**src/rtl/ex_mdu.sv**
```systemverilog
// ---------------------------------------------------------------------------
// ex_mdu -- multiply / divide unit for the execute stage.
//
// Multiplies (MULT/MULTU) finish in one cycle. Divides (DIV/DIVU) run a
// restoring shift-subtract loop, one quotient bit per cycle. The result is
// presented for exactly one cycle on ready_o/whilo_o.
//
// Optional feature (macro EX_MDU_MACC_EN):
//   defined   -> MADD/MADDU/MSUB/MSUBU accumulate the product into {hi_i,lo_i}
//   undefined -> ops 4..7 are rejected and no accumulate adder is built
//
// Ports:
//   clk, rst        clock, synchronous active-high reset
//   start_i, op_i   operation request (sampled in IDLE only) and opcode
//   opdata1_i/2_i   multiplicand/dividend and multiplier/divisor
//   hi_i, lo_i      accumulate base, captured at start
//   annul_i         abort whatever is in flight
//   stallreq_o      pipeline stall request (combinational)
//   ready_o         one-cycle result-valid pulse; whilo_o mirrors it
//   hi_o, lo_o      result (remainder/quotient for divides), 0 when not ready
// ---------------------------------------------------------------------------
module ex_mdu #(
    parameter int WIDTH = 32
) (
    input  logic             clk,
    input  logic             rst,
    input  logic             start_i,
    input  logic [2:0]       op_i,
    input  logic [WIDTH-1:0] opdata1_i,
    input  logic [WIDTH-1:0] opdata2_i,
    input  logic [WIDTH-1:0] hi_i,
    input  logic [WIDTH-1:0] lo_i,
    input  logic             annul_i,
    output logic             stallreq_o,
    output logic             ready_o,
    output logic             whilo_o,
    output logic [WIDTH-1:0] hi_o,
    output logic [WIDTH-1:0] lo_o
);

    localparam int               CNT_W     = $clog2(WIDTH) + 1;
    localparam logic [CNT_W-1:0] LAST_STEP = CNT_W'(WIDTH - 1);

    typedef enum logic [1:0] {
        IDLE   = 2'd0,
        DIV_ON = 2'd1,
        DONE   = 2'd2
    } state_e;

    state_e           state_q, state_d;
    logic [CNT_W-1:0] cnt_q, cnt_d;
    // hi/lo double as remainder/quotient-shift registers during a divide.
    logic [WIDTH-1:0] hi_q, hi_d;
    logic [WIDTH-1:0] lo_q, lo_d;
    logic [WIDTH-1:0] divisor_q, divisor_d;
    logic             quot_neg_q, quot_neg_d;
    logic             rem_neg_q, rem_neg_d;

    // ---------------------------------------------------------------- decode
    logic op_signed, op_div, op_ok, accept;

    // Even opcodes are the signed flavours in every family.
    assign op_signed = ~op_i[0];
    assign op_div    = (op_i[2:1] == 2'b01);
`ifdef EX_MDU_MACC_EN
    assign op_ok     = 1'b1;
`else
    assign op_ok     = ~op_i[2];
`endif
    assign accept    = (state_q == IDLE) && start_i && !annul_i && !rst && op_ok;

    // ------------------------------------------------ operand magnitudes
    // Both multiply and divide work on magnitudes; the sign is reapplied
    // afterwards, so a single unsigned WIDTH x WIDTH multiplier suffices.
    logic             neg1, neg2;
    logic [WIDTH-1:0] mag1, mag2;

    assign neg1 = op_signed & opdata1_i[WIDTH-1];
    assign neg2 = op_signed & opdata2_i[WIDTH-1];
    assign mag1 = neg1 ? -opdata1_i : opdata1_i;
    assign mag2 = neg2 ? -opdata2_i : opdata2_i;

    logic [2*WIDTH-1:0] prod_mag, prod, mul_res;

    assign prod_mag = {{WIDTH{1'b0}}, mag1} * {{WIDTH{1'b0}}, mag2};
    assign prod     = (neg1 ^ neg2) ? -prod_mag : prod_mag;

`ifdef EX_MDU_MACC_EN
    logic [2*WIDTH-1:0] acc_base;

    assign acc_base = {hi_i, lo_i};
    // op_i[1] separates MSUB/MSUBU from MADD/MADDU.
    assign mul_res  = op_i[2] ? (op_i[1] ? acc_base - prod : acc_base + prod) : prod;
`else
    logic unused_acc_base;

    assign unused_acc_base = ^{hi_i, lo_i};
    assign mul_res         = prod;
`endif

    // ------------------------------------------------------ divider step
    // partial < 2*divisor always holds, so the top bit of a WIDTH+1-bit
    // difference is a reliable "partial < divisor" flag.
    logic [WIDTH:0]   partial, diff;
    logic             ge;
    logic [WIDTH-1:0] step_rem, step_quot;

    assign partial   = {hi_q, lo_q[WIDTH-1]};
    assign diff      = partial - {1'b0, divisor_q};
    assign ge        = ~diff[WIDTH];
    assign step_rem  = ge ? diff[WIDTH-1:0] : partial[WIDTH-1:0];
    assign step_quot = {lo_q[WIDTH-2:0], ge};

    // --------------------------------------------------- next-state logic
    always_comb begin
        // NOTE: every variable gets a default first so no path leaves a
        // latch behind.
        state_d    = state_q;
        cnt_d      = cnt_q;
        hi_d       = hi_q;
        lo_d       = lo_q;
        divisor_d  = divisor_q;
        quot_neg_d = quot_neg_q;
        rem_neg_d  = rem_neg_q;

        case (state_q)
            IDLE: begin
                if (accept) begin
                    if (!op_div) begin
                        {hi_d, lo_d} = mul_res;
                        state_d      = DONE;
                    end else if (opdata2_i == '0) begin
                        hi_d    = '0;
                        lo_d    = '0;
                        state_d = DONE;
                    end else begin
                        hi_d       = '0;
                        lo_d       = mag1;
                        divisor_d  = mag2;
                        quot_neg_d = neg1 ^ neg2;
                        rem_neg_d  = neg1;
                        cnt_d      = '0;
                        state_d    = DIV_ON;
                    end
                end
            end
            DIV_ON: begin
                cnt_d = cnt_q + CNT_W'(1);
                if (cnt_q == LAST_STEP) begin
                    // Final step: fold the sign correction in on the way out.
                    hi_d    = rem_neg_q  ? -step_rem  : step_rem;
                    lo_d    = quot_neg_q ? -step_quot : step_quot;
                    state_d = DONE;
                end else begin
                    hi_d = step_rem;
                    lo_d = step_quot;
                end
            end
            DONE:    state_d = IDLE;
            default: state_d = IDLE;
        endcase

        if (annul_i) begin
            state_d = IDLE;
        end
    end

    // ----------------------------------------------------------- registers
    always_ff @(posedge clk) begin
        // NOTE: sequential state uses non-blocking assignments so every flop
        // samples pre-edge values regardless of statement order.
        if (rst) begin
            state_q    <= IDLE;
            cnt_q      <= '0;
            hi_q       <= '0;
            lo_q       <= '0;
            divisor_q  <= '0;
            quot_neg_q <= 1'b0;
            rem_neg_q  <= 1'b0;
        end else begin
            state_q    <= state_d;
            cnt_q      <= cnt_d;
            hi_q       <= hi_d;
            lo_q       <= lo_d;
            divisor_q  <= divisor_d;
            quot_neg_q <= quot_neg_d;
            rem_neg_q  <= rem_neg_d;
        end
    end

    // ------------------------------------------------------------- outputs
    assign ready_o    = (state_q == DONE) && !annul_i;
    assign whilo_o    = ready_o;
    assign hi_o       = ready_o ? hi_q : '0;
    assign lo_o       = ready_o ? lo_q : '0;
    assign stallreq_o = accept || ((state_q == DIV_ON) && !rst);

endmodule
```
**config.mk**
```make
export PLATFORM = sky130hd
export DESIGN_NAME = ex_mdu
export DESIGN_NICKNAME = d
export VERILOG_FILES = /design/src/rtl/ex_mdu.sv
export SDC_FILE = /design/constraint.sdc
export NUM_CORES = 2
export LEC_CHECK = 0
export CORE_AREA = 2 2 391 393
export DETAILED_ROUTE_END_ITERATION = 8
export DIE_AREA = 0 0 393 395
export PLACE_DENSITY = 0.44
export SYNTH_ARGS = -nofsm -noshare
export SYNTH_HDL_FRONTEND = slang
export SYNTH_SLANG_ARGS = --single-unit
```
**constraint.sdc**
```tcl
create_clock -name clk -period 18.25 [get_ports clk]
set_clock_uncertainty 0.15 [all_clocks]
set_input_delay 3.65 -clock clk [delete_from_list [all_inputs] [get_ports clk]]
set_output_delay 3.65 -clock clk [all_outputs]
set_load 0.02 [all_outputs]
```
==> metrics.md <==
| Metric | Value |
|---|---|
| Status | `finished clean` |
| Final Hold Fails | `0` |
| # rows | `143` |
| Yosys cell types | `95` |
| Clock root buffer | `clkbuf_16` |
| Seq cells post-synth | `106` |
| Routed vias/inst | `5.16` |
| Die W | `393 µm` |
| Final setup violation count | `0` |
| Remaining global-route overflow | `0` |
| YS warnings | `0` |
| Cell count after synthesis | `5555` |
| Post-Synthesis Net Count | `6888` |
| Mean Syn Cell Area | `8.09 µm²` |
| Full die area | `155000 µm²` |
| Count of flip-flops with a built-in enable after synthesis | `0` |
| Setup ws final | `1.70 ns` |
| Largest net degree at the start of global routing | `59` |
| Placed cells | `7563` |
| Chip height | `395 µm` |
| CTS buffer count | `9` |
| Asr flop ratio synth | `0%` |
| Worst-path maximum fanout | `26` |
| CP most frequent cell | `fa_1` |
| Mapped Area | `44900 µm²` |
| Via count | `39100` |
| Layout cells sized above 1 | `5.46%` |
| WP buf/inv | `8` |
| First-pass GRT wire length | `270000 µm` |
| CP Launch Type | `input pin` |
| Drt total wl | `180000 µm` |
| Critical path's largest stage delay | `0.80 ns` |
| CP Capture Type | `flip-flop` |
| Routed Antenna Nets | `0` |
| Worst path top cell family by delay | `adder cells` |
| Synth Flop Type | `dfxtp_1` |
| Most frequent cells in the layout | `950 x inv_1, 897 x fa_1, 770 x nor2_1` |
| Maxcap violations | `0` |
| Required time worst endpoint | `18.33 ns` |
| Pre-CTS setup slack | `1.42 ns` |
| CP max stage cell | `nor4_1` |
| # DRC | `0` |
| Sinks on Clock Net | `106` |
| Fmax | `0.0604 GHz` |
| Initial DRC Count | `2870` |
| Tmin final | `16.55 ns` |
| WS Path Type | `input pin to flip-flop` |
| Core area | `151000 µm²` |
| CTS tree | `done` |
| Hold bufs inserted after CTS | `0` |
| Max Slew Vio Count | `0` |
| Initial core utilization | `29.7%` |
| Slew headroom | `8.20%` |
| Cts repair resizes | `0` |
| Total number of H-tree levels | `3` |
| Finished Layout Cells | `7582` |
| Hold slack | `0.333 ns` |
| Postcts setup bufs | `0` |
| RD Place Congestion | `0.943` |
| Final setup TNS | `0 ns` |
| Skew-Pair Late Insertion Delay | `0.38 ns` |
| Initial antenna violation count | `8` |
| RSZ-0062 raised after global routing | `false` |
| Nets | `6877` |
| Post-DP HPWL | `149000 µm` |
| Max clock buf depth | `2` |
| First-pass DRT Iterations | `5` |
| Crit share post-route | `90.7%` |
| Vias in the first global route | `40400` |
| FF-to-FF setup slack | `12.03 ns` |
| Hold crit path type | `flip-flop to flip-flop` |
| Reg clk slew, reported paths | `0.08 ns` |
| Wirelength per Cell | `23.7 µm` |
| Worst EP arrival | `16.63 ns` |
| Area delta synth->final | `11.3%` |
| Ports | `202` |
| PortBufs | `137` |
| Sequential area share after synthesis | `4.72%` |
| GRT Total Usage | `23.3%` |
| Commonest non-fill, non-tap cell in the layout | `inv_1` |
| Slew at the pin with the worst max-slew slack | `1.37 ns` |
==> metrics by stage <==
step	util (%)	cell area [µm²]
global route	33.1	50000
detailed placement	32.9	49700
CTS	33.1	50000
global placement	32.9	49700
floorplan	-	44900
finish	33.1	50000
==> logic make-up (layout without fill, tap and decap cells) <==
family          count (synthesis)  in the layout  share of synthesized area [%]
simple gates                 1921           1921                           18.8
mux                            28             28                          0.637
compound gates                766            766                           11.4
fa+ha+maj                    1198           1198                           48.3
flops                         106            106                           4.72
xor+xnor                      291            291                           5.69
other cells                     0              3                              0
buf+inv                      1245           1239                           10.5
==> layout make-up <==
class / count / area [µm²]
diodes: 3 / 7.51
clock buffers: 10 / 229
clock inverters: 6 / 78.8
fillers: 16100 / 101000
inverters: 950 / 3570
multi-input cells: 4204 / 39100
flip-flops and latches: 106 / 2120
well taps: 2030 / 2540
repair buffers: 273 / 2390
==> layer usage <==
layer	track usage (%)	vias to the layer above	wire length, µm
li1	-	17400	-
met1	33.8	20400	83600
met2	38.0	1113	82700
met3	2.30	170	9620
met4	4.07	6	3880
met5	0	-	40
==> flip-flops by register name (all words and copies together), names as in the netlist <==
register / count
rem_neg_q: 1
hi_q: 32
divisor_q: 32
quot_neg_q: 1
cnt_q: 6
state_q: 2
lo_q: 32
==> cells in the mapped netlist (43+ instances only) <==
master      n  share of area [%]
xor2_1    122                2.4
fa_1      897                 40
a21oi_1   212                2.4
o21ai_0   143                1.6
a221oi_1   43               0.84
nand3_1    44               0.49
nor3_1     83               0.92
nand2_1   676                5.6
and2_1     94                1.3
clkbuf_1  267                2.2
inv_1     950                7.9
ha_1      301                8.4
nor2_1    770                6.4
dfxtp_1   106                4.7
xnor2_1   168                3.3
o31ai_1    51               0.85
==> path summary, 6_finish.rpt <==
kind / cells past startpoint / endpoint / start
setup / recovery: 39 / hi_q[30]$_SDFFE_PP0P_ / opdata2_i[0]
hold / removal: 2 / divisor_q[5]$_SDFFE_PP0P_ / divisor_q[5]$_SDFFE_PP0P_
setup reg to reg: 21 / lo_q[28]$_SDFFE_PP0P_ / lo_q[31]$_SDFFE_PP0P_
hold reg to reg: 2 / divisor_q[5]$_SDFFE_PP0P_ / divisor_q[5]$_SDFFE_PP0P_
==> tightest hold or removal path, stage by stage (launching register included) <==
cell and delay, ns:
dfxtp_1 0.30, inv_1 0.06, o31ai_1 0.07
Power is left out: the tool's default activity adds up to more than one toggle a clock period on the data nets, which glitch-free logic cannot reach.
